[config.mk]
export PLATFORM = sky130hd
export DESIGN_NAME = alu_cdb
export DESIGN_NICKNAME = d
export VERILOG_FILES = /design/src/rtl/alu_cdb.sv
export SDC_FILE = /design/constraint.sdc
export NUM_CORES = 1
export LEC_CHECK = 0
export ABC_AREA = 1
export BUFFER_PORTS_ARGS = -buffer_cell sky130_fd_sc_hd__clkbuf_2
export CAP_MARGIN = 30
export CELL_PAD_IN_SITES_DETAIL_PLACEMENT = 2
export CELL_PAD_IN_SITES_GLOBAL_PLACEMENT = 2
export CORE_UTILIZATION = 30
export DETAILED_ROUTE_END_ITERATION = 10
export GPL_TIMING_DRIVEN = 0
export PLACE_DENSITY = 0.82
export SYNTH_ARGS = -nofsm -noshare
export SYNTH_HDL_FRONTEND = slang
export SYNTH_SLANG_ARGS = --single-unit
[constraint.sdc]
create_clock -name clk -period 2.2 [get_ports clk]
set_input_delay 0.11 -clock clk [delete_from_list [all_inputs] [get_ports clk]]
set_output_delay 0.11 -clock clk [all_outputs]
set_load 0.03 [all_outputs]
[src/rtl/alu_cdb.sv]
`default_nettype none
// ============================================================================
// Module      : alu_cdb
// Description : Integer execution stage downstream of the reservation station.
//               Computes the RV32I ALU result, the branch/jump decision and the
//               redirect target for one issued op per cycle. Each result is
//               queued in a small in-order FIFO, and the head entry is
//               broadcast on the ALU common data bus.
//
// Ports       : clk, rst (async, active-low), rdy (global enable)
//               in_rs_*         issued op, operands, imm, pc, ROB tag
//               out_rs_full     RS must not issue next cycle
//               in_cdb_grant    head entry consumed this cycle
//               out_cdb_*       head entry {tag, value, jump, target}
//               out_overflow    sticky flag: a push was dropped
//               in_rob_misbranch flush of all queued results
// Revision    : 1.0 - initial release
// ============================================================================
module alu_cdb #(
    parameter int ROB_TAG_W = 4,
    parameter int OP_W      = 6,
    parameter int DEPTH     = 4
) (
    input  logic                 clk,
    input  logic                 rst,
    input  logic                 rdy,
    input  logic [OP_W-1:0]      in_rs_op,
    input  logic [31:0]          in_rs_value1,
    input  logic [31:0]          in_rs_value2,
    input  logic [31:0]          in_rs_imm,
    input  logic [31:0]          in_rs_pc,
    input  logic [ROB_TAG_W-1:0] in_rs_rob_tag,
    output logic                 out_rs_full,
    input  logic                 in_cdb_grant,
    output logic [ROB_TAG_W-1:0] out_cdb_tag,
    output logic [31:0]          out_cdb_value,
    output logic                 out_cdb_jump,
    output logic [31:0]          out_cdb_target,
    output logic                 out_overflow,
    input  logic                 in_rob_misbranch
);

    // Inside-opcode encodings. Codes 11..18 are the load/store ops, which are
    // executed elsewhere and therefore fall into the unknown (no-push) class.
    localparam logic [OP_W-1:0] OP_NOP   = OP_W'(0);
    localparam logic [OP_W-1:0] OP_LUI   = OP_W'(1);
    localparam logic [OP_W-1:0] OP_AUIPC = OP_W'(2);
    localparam logic [OP_W-1:0] OP_JAL   = OP_W'(3);
    localparam logic [OP_W-1:0] OP_JALR  = OP_W'(4);
    localparam logic [OP_W-1:0] OP_BEQ   = OP_W'(5);
    localparam logic [OP_W-1:0] OP_BNE   = OP_W'(6);
    localparam logic [OP_W-1:0] OP_BLT   = OP_W'(7);
    localparam logic [OP_W-1:0] OP_BGE   = OP_W'(8);
    localparam logic [OP_W-1:0] OP_BLTU  = OP_W'(9);
    localparam logic [OP_W-1:0] OP_BGEU  = OP_W'(10);
    localparam logic [OP_W-1:0] OP_ADDI  = OP_W'(19);
    localparam logic [OP_W-1:0] OP_SLTI  = OP_W'(20);
    localparam logic [OP_W-1:0] OP_SLTIU = OP_W'(21);
    localparam logic [OP_W-1:0] OP_XORI  = OP_W'(22);
    localparam logic [OP_W-1:0] OP_ORI   = OP_W'(23);
    localparam logic [OP_W-1:0] OP_ANDI  = OP_W'(24);
    localparam logic [OP_W-1:0] OP_SLLI  = OP_W'(25);
    localparam logic [OP_W-1:0] OP_SRLI  = OP_W'(26);
    localparam logic [OP_W-1:0] OP_SRAI  = OP_W'(27);
    localparam logic [OP_W-1:0] OP_ADD   = OP_W'(28);
    localparam logic [OP_W-1:0] OP_SUB   = OP_W'(29);
    localparam logic [OP_W-1:0] OP_SLL   = OP_W'(30);
    localparam logic [OP_W-1:0] OP_SLT   = OP_W'(31);
    localparam logic [OP_W-1:0] OP_SLTU  = OP_W'(32);
    localparam logic [OP_W-1:0] OP_XOR   = OP_W'(33);
    localparam logic [OP_W-1:0] OP_SRL   = OP_W'(34);
    localparam logic [OP_W-1:0] OP_SRA   = OP_W'(35);
    localparam logic [OP_W-1:0] OP_OR    = OP_W'(36);
    localparam logic [OP_W-1:0] OP_AND   = OP_W'(37);

    localparam int               PTR_W     = $clog2(DEPTH);
    localparam int               CNT_W     = PTR_W + 1;
    localparam logic [CNT_W-1:0] CNT_FULL  = CNT_W'(DEPTH);
    localparam logic [CNT_W-1:0] CNT_ALMST = CNT_W'(DEPTH - 1);

    // ------------------------------------------------------------------
    // ALU: next entry computed combinationally from the issue inputs
    // ------------------------------------------------------------------
    logic        entry_valid_d;
    logic [31:0] entry_value_d;
    logic        entry_jump_d;
    logic [31:0] entry_target_d;

    logic [31:0] a;
    logic [31:0] b;
    logic [31:0] imm;
    logic [31:0] pc_imm;
    logic        lt_s;
    logic        lt_u;
    logic        lt_si;
    logic        lt_ui;

    assign a      = in_rs_value1;
    assign b      = in_rs_value2;
    assign imm    = in_rs_imm;
    assign pc_imm = in_rs_pc + in_rs_imm;
    assign lt_s   = $signed(a) < $signed(b);
    assign lt_u   = a < b;
    assign lt_si  = $signed(a) < $signed(imm);
    assign lt_ui  = a < imm;

    always_comb begin
        entry_valid_d  = 1'b1;
        entry_value_d  = 32'd0;
        entry_jump_d   = 1'b0;
        entry_target_d = 32'd0;
        case (in_rs_op)
            OP_LUI:   entry_value_d = imm;
            OP_AUIPC: entry_value_d = pc_imm;
            OP_JAL: begin
                entry_value_d  = in_rs_pc + 32'd4;
                entry_jump_d   = 1'b1;
                entry_target_d = pc_imm;
            end
            OP_JALR: begin
                entry_value_d  = in_rs_pc + 32'd4;
                entry_jump_d   = 1'b1;
                entry_target_d = (a + imm) & ~32'd1;
            end
            OP_BEQ:  begin entry_jump_d = (a == b); entry_target_d = pc_imm; end
            OP_BNE:  begin entry_jump_d = (a != b); entry_target_d = pc_imm; end
            OP_BLT:  begin entry_jump_d = lt_s;     entry_target_d = pc_imm; end
            OP_BGE:  begin entry_jump_d = !lt_s;    entry_target_d = pc_imm; end
            OP_BLTU: begin entry_jump_d = lt_u;     entry_target_d = pc_imm; end
            OP_BGEU: begin entry_jump_d = !lt_u;    entry_target_d = pc_imm; end
            OP_ADDI:  entry_value_d = a + imm;
            OP_SLTI:  entry_value_d = {31'd0, lt_si};
            OP_SLTIU: entry_value_d = {31'd0, lt_ui};
            OP_XORI:  entry_value_d = a ^ imm;
            OP_ORI:   entry_value_d = a | imm;
            OP_ANDI:  entry_value_d = a & imm;
            OP_SLLI:  entry_value_d = a << imm[4:0];
            OP_SRLI:  entry_value_d = a >> imm[4:0];
            OP_SRAI:  entry_value_d = 32'($signed(a) >>> imm[4:0]);
            OP_ADD:   entry_value_d = a + b;
            OP_SUB:   entry_value_d = a - b;
            OP_SLL:   entry_value_d = a << b[4:0];
            OP_SLT:   entry_value_d = {31'd0, lt_s};
            OP_SLTU:  entry_value_d = {31'd0, lt_u};
            OP_XOR:   entry_value_d = a ^ b;
            OP_SRL:   entry_value_d = a >> b[4:0];
            OP_SRA:   entry_value_d = 32'($signed(a) >>> b[4:0]);
            OP_OR:    entry_value_d = a | b;
            OP_AND:   entry_value_d = a & b;
            // NOP and every op this unit does not execute: nothing to push
            default:  entry_valid_d = 1'b0;
        endcase
    end

    // ------------------------------------------------------------------
    // Result FIFO
    // ------------------------------------------------------------------
    logic [ROB_TAG_W-1:0] tag_q    [DEPTH];
    logic [31:0]          value_q  [DEPTH];
    logic                 jump_q   [DEPTH];
    logic [31:0]          target_q [DEPTH];
    logic [PTR_W-1:0]     rptr_q;
    logic [PTR_W-1:0]     wptr_q;
    logic [CNT_W-1:0]     count_q;
    logic                 overflow_q;
    // Last head value/target, shown on the bus while the FIFO is empty
    logic [31:0]          hold_value_q;
    logic [31:0]          hold_target_q;

    logic push_req;
    logic pop_req;
    logic do_write;
    logic empty;

    assign empty    = (count_q == '0);
    assign push_req = rdy && !in_rob_misbranch && entry_valid_d &&
                      (in_rs_op != OP_NOP) && (in_rs_rob_tag != '0);
    assign pop_req  = rdy && !in_rob_misbranch && !empty && in_cdb_grant;
    // A push at full is only accepted when the head frees its slot this cycle
    assign do_write = push_req && ((count_q != CNT_FULL) || pop_req);

    always_ff @(posedge clk or negedge rst) begin
        if (!rst) begin
            for (int i = 0; i < DEPTH; i++) begin
                tag_q[i]    <= '0;
                value_q[i]  <= '0;
                jump_q[i]   <= 1'b0;
                target_q[i] <= '0;
            end
            rptr_q        <= '0;
            wptr_q        <= '0;
            count_q       <= '0;
            overflow_q    <= 1'b0;
            hold_value_q  <= '0;
            hold_target_q <= '0;
        end else if (rdy) begin
            if (in_rob_misbranch) begin
                rptr_q  <= '0;
                wptr_q  <= '0;
                count_q <= '0;
            end else begin
                if (do_write) begin
                    tag_q[wptr_q]    <= in_rs_rob_tag;
                    value_q[wptr_q]  <= entry_value_d;
                    jump_q[wptr_q]   <= entry_jump_d;
                    target_q[wptr_q] <= entry_target_d;
                    wptr_q           <= wptr_q + PTR_W'(1);
                end
                if (pop_req) begin
                    rptr_q <= rptr_q + PTR_W'(1);
                end
                case ({do_write, pop_req})
                    2'b10:   count_q <= count_q + CNT_W'(1);
                    2'b01:   count_q <= count_q - CNT_W'(1);
                    default: count_q <= count_q;
                endcase
                if (push_req && !do_write) begin
                    overflow_q <= 1'b1;
                end
            end
            if (!empty) begin
                hold_value_q  <= value_q[rptr_q];
                hold_target_q <= target_q[rptr_q];
            end
        end
    end

    // ------------------------------------------------------------------
    // Outputs
    // ------------------------------------------------------------------
    assign out_rs_full    = (count_q >= CNT_ALMST);
    assign out_overflow   = overflow_q;
    assign out_cdb_tag    = empty ? '0 : tag_q[rptr_q];
    assign out_cdb_jump   = empty ? 1'b0 : jump_q[rptr_q];
    assign out_cdb_value  = empty ? hold_value_q : value_q[rptr_q];
    assign out_cdb_target = empty ? hold_target_q : target_q[rptr_q];

endmodule
`default_nettype wire

==> flow_metrics.py, run 1 <==
metrics = {
    "logic_synthesis": {
        "synth_ff_type": "dfrtp_1",
        "syn_avg_cell_area_sq_um": 5.848,
        "seq_area_frac_synth": 0.2469,
        "synth_cell_type_count": 53,
        "ys_warn_count": 0,
        "yosys.area_share.simple": 0.4283,
        "yosys.area_share.xor_xnor": 0.007202,
        "postSynth.asyncResetShare": 1.000,
        "synth-seq-cells": 348,
        "synth-edff-count": 0,
        "netlist_instances": 6031,
        "synthAdderAreaFrac": 0.06031,
        "netlist_area_sq_um": 35270,
        "synth_compound_area_frac": 0.1636,
        "synthesis.nets": 6341,
        "synth_top_family_by_area": "simple AND/OR/NAND/NOR gates",
        "synthMuxAreaShare": 0,
    },
    "placement": {
        "dp.cells": 7783,
        "dpl_cell_area_sq_um": 38490,
        "io_buffers": 213,
        "place.gp.congestion": 1.091,
        "place_hpwl_mm": 193.0,
    },
    "floorplanning": {
        "die_y_um": 344.9,
        "rows": 125,
        "start_util": 0.3031,
        "die_w_um": 344.9,
        "pin_count": 214,
    },
    "clock_tree": {
        "clkSinkCount": 348,
        "cts_buffers": 34,
        "clockRootBuffer": "clkbuf_16",
        "cts_buffer_depth": 3,
        "htree_levels": 2,
    },
    "sta": {
        "endpoint_type": "primary output",
        "worstEndpointGrtRepair": "out_cdb_value[15]",
    },
    "outcome": {
        "lastStage": "5_1_grt",
        "error_line": "[ERROR GRT-0232] Routing congestion too high. Check the congestion heatmap in the GUI.",
        "status": "did not finish",
    },
    "global_route": {
        "grt-ovfl-total": 47,
        "grtUsageTotal": 0.6565,
        "grt_max_degree": 106,
        "grt_antenna_before_repair": 36,
    },
}
-- through the flow --
step / utilization / hold WS (ns) / setup WS, ns
after floorplan: - / -0.1856 / 0.003190
after global placement: 0.3288 / 0.4066 / -7.198
after detailed placement: 0.3307 / 0.08769 / -2.577
after CTS: 0.4100 / 0.03469 / -0.2875
-- synthesized netlist by cell type (all sizes together) (59+ instances only) --
cell	instances	area (sq um)
nand2	2054	7745
o211ai	59	442.9
nand4	76	475.5
o21ai	571	2914
buf	115	596.8
dfrtp	348	8708
ha	162	2027
a21oi	284	1421
clkbuf	179	671.9
nor3	62	310.3
nand3	856	4307
nor2	495	1916
inv	536	2012
-- per-layer routing --
metal / GRT overflow / GRT usage
met5: 1 / 0.1174
met4: 24 / 0.6489
met3: 1 / 0.4461
met2: 21 / 0.8601
met1: 0 / 0.6692
-- cells by family after synthesis --
logic type | count (synthesis)
and+or+nand+nor | 3596
adders and majority gates | 167
buffers and inverters | 836
xor gates and xnor gates | 29
AOI/OAI and AO/OA | 1055
DFF | 348
-- timing repair --
| action | CTS |
|---|---|
| gates resized for setup | 1751 |
| cloned | 12 |
| hold buffers | 5 |
| buffers inserted | 178 |
| endpoints found under the setup margin | 417 |
| endpoints found under the hold margin | 73 |
| pin swaps | 234 |
==> run 2, diff against run 1 <==
--- a/config.mk
+++ b/config.mk
@@ -8,12 +8,10 @@
 export ABC_AREA = 1
 export BUFFER_PORTS_ARGS = -buffer_cell sky130_fd_sc_hd__clkbuf_2
 export CAP_MARGIN = 30
-export CELL_PAD_IN_SITES_DETAIL_PLACEMENT = 2
-export CELL_PAD_IN_SITES_GLOBAL_PLACEMENT = 2
-export CORE_UTILIZATION = 30
+export CORE_UTILIZATION = 40
 export DETAILED_ROUTE_END_ITERATION = 10
 export GPL_TIMING_DRIVEN = 0
-export PLACE_DENSITY = 0.82
+export PLACE_DENSITY_LB_ADDON = 0.15
 export SYNTH_ARGS = -nofsm -noshare
 export SYNTH_HDL_FRONTEND = slang
 export SYNTH_SLANG_ARGS = --single-unit
==> constraint.sdc (replaced) <==
create_clock -name clk -period 2.9 [get_ports clk]
set_input_delay 0.145 -clock clk [delete_from_list [all_inputs] [get_ports clk]]
set_output_delay 0.145 -clock clk [all_outputs]
set_load 0.03 [all_outputs]
==> run 2 against run 1 <==
- the flow now finishes, with violations (negative setup slack)
- area after synthesis did not move
- synthesized cell count did not move
==> flow_metrics.py, run 2 <==
metrics = {
    "critical_path": {
        "reg2reg_slack_ns": 0.43,
        "cp_common_cell": "nand2_1",
        "max_stage_delay_ns": 0.30,
        "critPathKind": "in -> reg",
        "r2r_start": "count_q[0]",
        "crit_slowest_cell": "nor2_2",
        "ff2ff_path_depth": 10,
        "cp.required_ns": 3.43,
        "crit_start": "in_rs_op[3]",
        "setup.worst_path.end": "value_q[70]",
        "path_cells": "clkbuf_2 -> inv_1 -> nand2_1 -> nor2_2 -> nand2_2 -> nand2_1 -> buf_4 -> clkinvlp_4 -> nand2_1 -> nand2_1 -> o21ai_0 -> nor2_1 -> nand2_2 -> nor2_4 -> and2_1 -> nand3_1 -> nand2_1 -> nand2_1",
        "reg2reg_to": "value_q[122]",
        "endpoint_kind": "flop",
        "crit_arrival_ns": 3.46,
        "start_kind": "input pin",
        "crit_fanout": 10,
    },
    "logic_synthesis": {
        "seq_area_frac_synth": 0.2469,
        "netlist_instances": 6031,
        "synth_ff_type": "dfrtp_1",
        "synth_top_area_frac": 0.2469,
        "syn_avg_cell_area_sq_um": 5.848,
        "synth-seq-cells": 348,
        "synth-edff-count": 0,
        "synth_cell_type_count": 53,
        "synthesis.nets": 6341,
        "yosysTopAreaCell": "dfrtp_1",
        "netlist_area_sq_um": 35270,
        "ys_warn_count": 0,
        "yosysMostFrequentCell": "nand2_1",
        "postSynth.asyncResetShare": 1.000,
        "synth.area.top_cells": "dfrtp_1, nand2_1, nand3_1",
        "synth.top_cells.by_count": "nand2_1, nand3_1, o21ai_0",
    },
    "global_route": {
        "grtUsageTotal": 0.4475,
        "grt_antenna_before_repair": 14,
        "grt_max_degree": 113,
        "grt_pass1_vias": 41770,
        "grt-ovfl-total": 0,
        "grt_first_pass_wirelength_mm": 291.4,
    },
    "pwr": {
        "clockPowerShare": 0.177,
        "seqPwrFrac": 0.286,
        "power.total_mw": 23.96,
        "powerDensity_nw_per_um2": 599.1,
        "peakVddDrop_v": 0.0008178,
        "switchingPower_mw": 11.97,
        "p_int_mw": 11.99,
        "power.leakage_nw": 20.54,
        "comb_power_share": 0.537,
        "swShare": 0.4995,
    },
    "drt": {
        "vias_per_cell": 6.033,
        "wl_mm": 206.0,
        "drc": 0,
        "final_antenna_net_count": 0,
        "drt-initial-drc-count": 6258,
        "wl_per_cell_um": 27.52,
        "dr.pass1.iters": 8,
        "vias": 45160,
    },
    "sta": {
        "fmax_mhz": 340.9,
        "worst_pin_slew_ns": 1.038,
        "holdWs_ns": 0.02425,
        "min_period_over_period": 1.012,
        "slew_headroom": 0.3080,
        "skew_ns": 0.02054,
        "slew_viol_final": 0,
        "final.setup.tns_ns": -0.07137,
        "hold_viol_final": 0,
        "worst_slack_ns": -0.03352,
        "setup_violations": 5,
        "min_period_ns": 2.934,
    },
    "clock_tree": {
        "insertion_delay_ns": 0.59,
        "clockRootBuffer": "clkbuf_16",
        "cts_buffer_depth": 3,
        "clk_pin_slew_worst_paths_ns": 0.07,
        "cts_tree": "done",
        "cts_buffers": 30,
        "clkSinkCount": 348,
        "htree_levels": 1,
    },
    "floorplanning": {
        "die_y_um": 298.9,
        "pin_count": 214,
        "die_w_um": 298.9,
        "rows": 108,
        "die_area_sq_um": 89360,
        "core_area_sq_um": 87020,
        "start_util": 0.4053,
    },
    "cells_and_area": {
        "layout_commonest_cell": "nand2_1",
        "final_cell_mix": "nand2_1, nand3_1, o21ai_0",
        "area_growth_pct": 13.40,
        "nets": 6612,
        "top_regs": "target_q (128), value_q (128)",
        "layout-drive-gt1-share": 0.1042,
        "finalNonFillerCells": 7485,
    },
    "placement": {
        "io_buffers": 213,
        "dp.cells": 7413,
        "place.gp.congestion": 1.121,
        "place_hpwl_mm": 166.2,
    },
    "flow_run": {
        "max_cap_viol_count": 0,
    },
    "hold_path": {
        "hp-class": "in -> reg",
    },
    "outcome": {
        "status": "complete, but fails checks",
        "violations": "negative setup slack",
    },
}
-- run 2: cell counts after synthesis --
Identical to the previous run, type by type.
-- run 2: cells by family (layout without fill, tap and decap cells) --
| family | after synthesis | in the layout | synth area share |
|---|---|---|---|
| buffers and inverters | 836 | 1129 | 0.09366 |
| AOI/OAI and AO/OA | 1055 | 1055 | 0.1636 |
| DFF | 348 | 348 | 0.2469 |
| and+or+nand+nor | 3596 | 3596 | 0.4283 |
| other | 0 | 6 | 0 |
| xor gates and xnor gates | 29 | 29 | 0.007202 |
| adders and majority gates | 167 | 167 | 0.06031 |
-- run 2: per-layer routing --
metal  global-route usage  vias up  wire length (um)
met2               0.6662     2704             85590
met4               0.3282       12             18420
met1               0.5657    21370             79600
met5                    0        -                82
li1                     -    20410                 -
met3               0.1026      660             22330
-- run 2: timing repair --
item	CTS	global route
setup endpoints to repair	343	297
buffers inserted	14	3
hold buffers	6	0
hold endpoints to repair	114	0
resized for setup	138	135
pin swaps	7	13
gates cloned	0	0
-- run 2: critical path, delay by kind of cell --
kind            cells  cell delay (ns)
simple gates       13             2.29
compound gates      1             0.21
buf+inv             4             0.78
-- run 2: how the worst min path moves through the flow --
stage                     startpoint            to  cells past startpoint
finish              in_rob_misbranch     rptr_q[1]                      4
global route                     rdy     rptr_q[0]                      3
CTS                 in_rob_misbranch     rptr_q[1]                      4
detailed placement               rst  target_q[50]                      1
global placement    in_rs_rob_tag[2]      tag_q[2]                      3
floorplan                        rst    count_q[0]                      0
-- run 2: area by class of cell --
type,count,area [sq um]
well taps,1155,1445
flip-flops and latches,348,8710
clock buffers,38,830.8
diodes,6,15.01
multi-input cells,4847,23850
fillers,9568,47030
repair buffers,253,1585
inverters,542,2072
clock inverters,16,178.9
plain buffers,280,1310
-- run 2: power by group through the flow --
stage | Sequential [mW] | Combinational (mW) | Clock [mW]
after floorplan | 6.75 | 8.06 | 0
after global placement | 6.88 | 12.2 | 0
after detailed placement | 6.90 | 12.3 | 0
after CTS | 6.85 | 12.5 | 4.27
after global routing | 6.99 | 13.9 | 4.41
final | 6.86 | 12.9 | 4.24
-- run 2: stage by stage --
| stage | area (sq um) | utilization | setup WS (ns) |
|---|---|---|---|
| floorplan | 35270 | - | 0.4465 |
| global placement | 37780 | 0.4341 | -6.263 |
| detailed placement | 38020 | 0.4369 | -2.128 |
| CTS | 39570 | 0.4547 | 0.0006304 |
| global route | 39980 | 0.4594 | -0.06628 |
| finish | 39990 | 0.4596 | -0.03352 |
(Power assumes the default switching activity.)
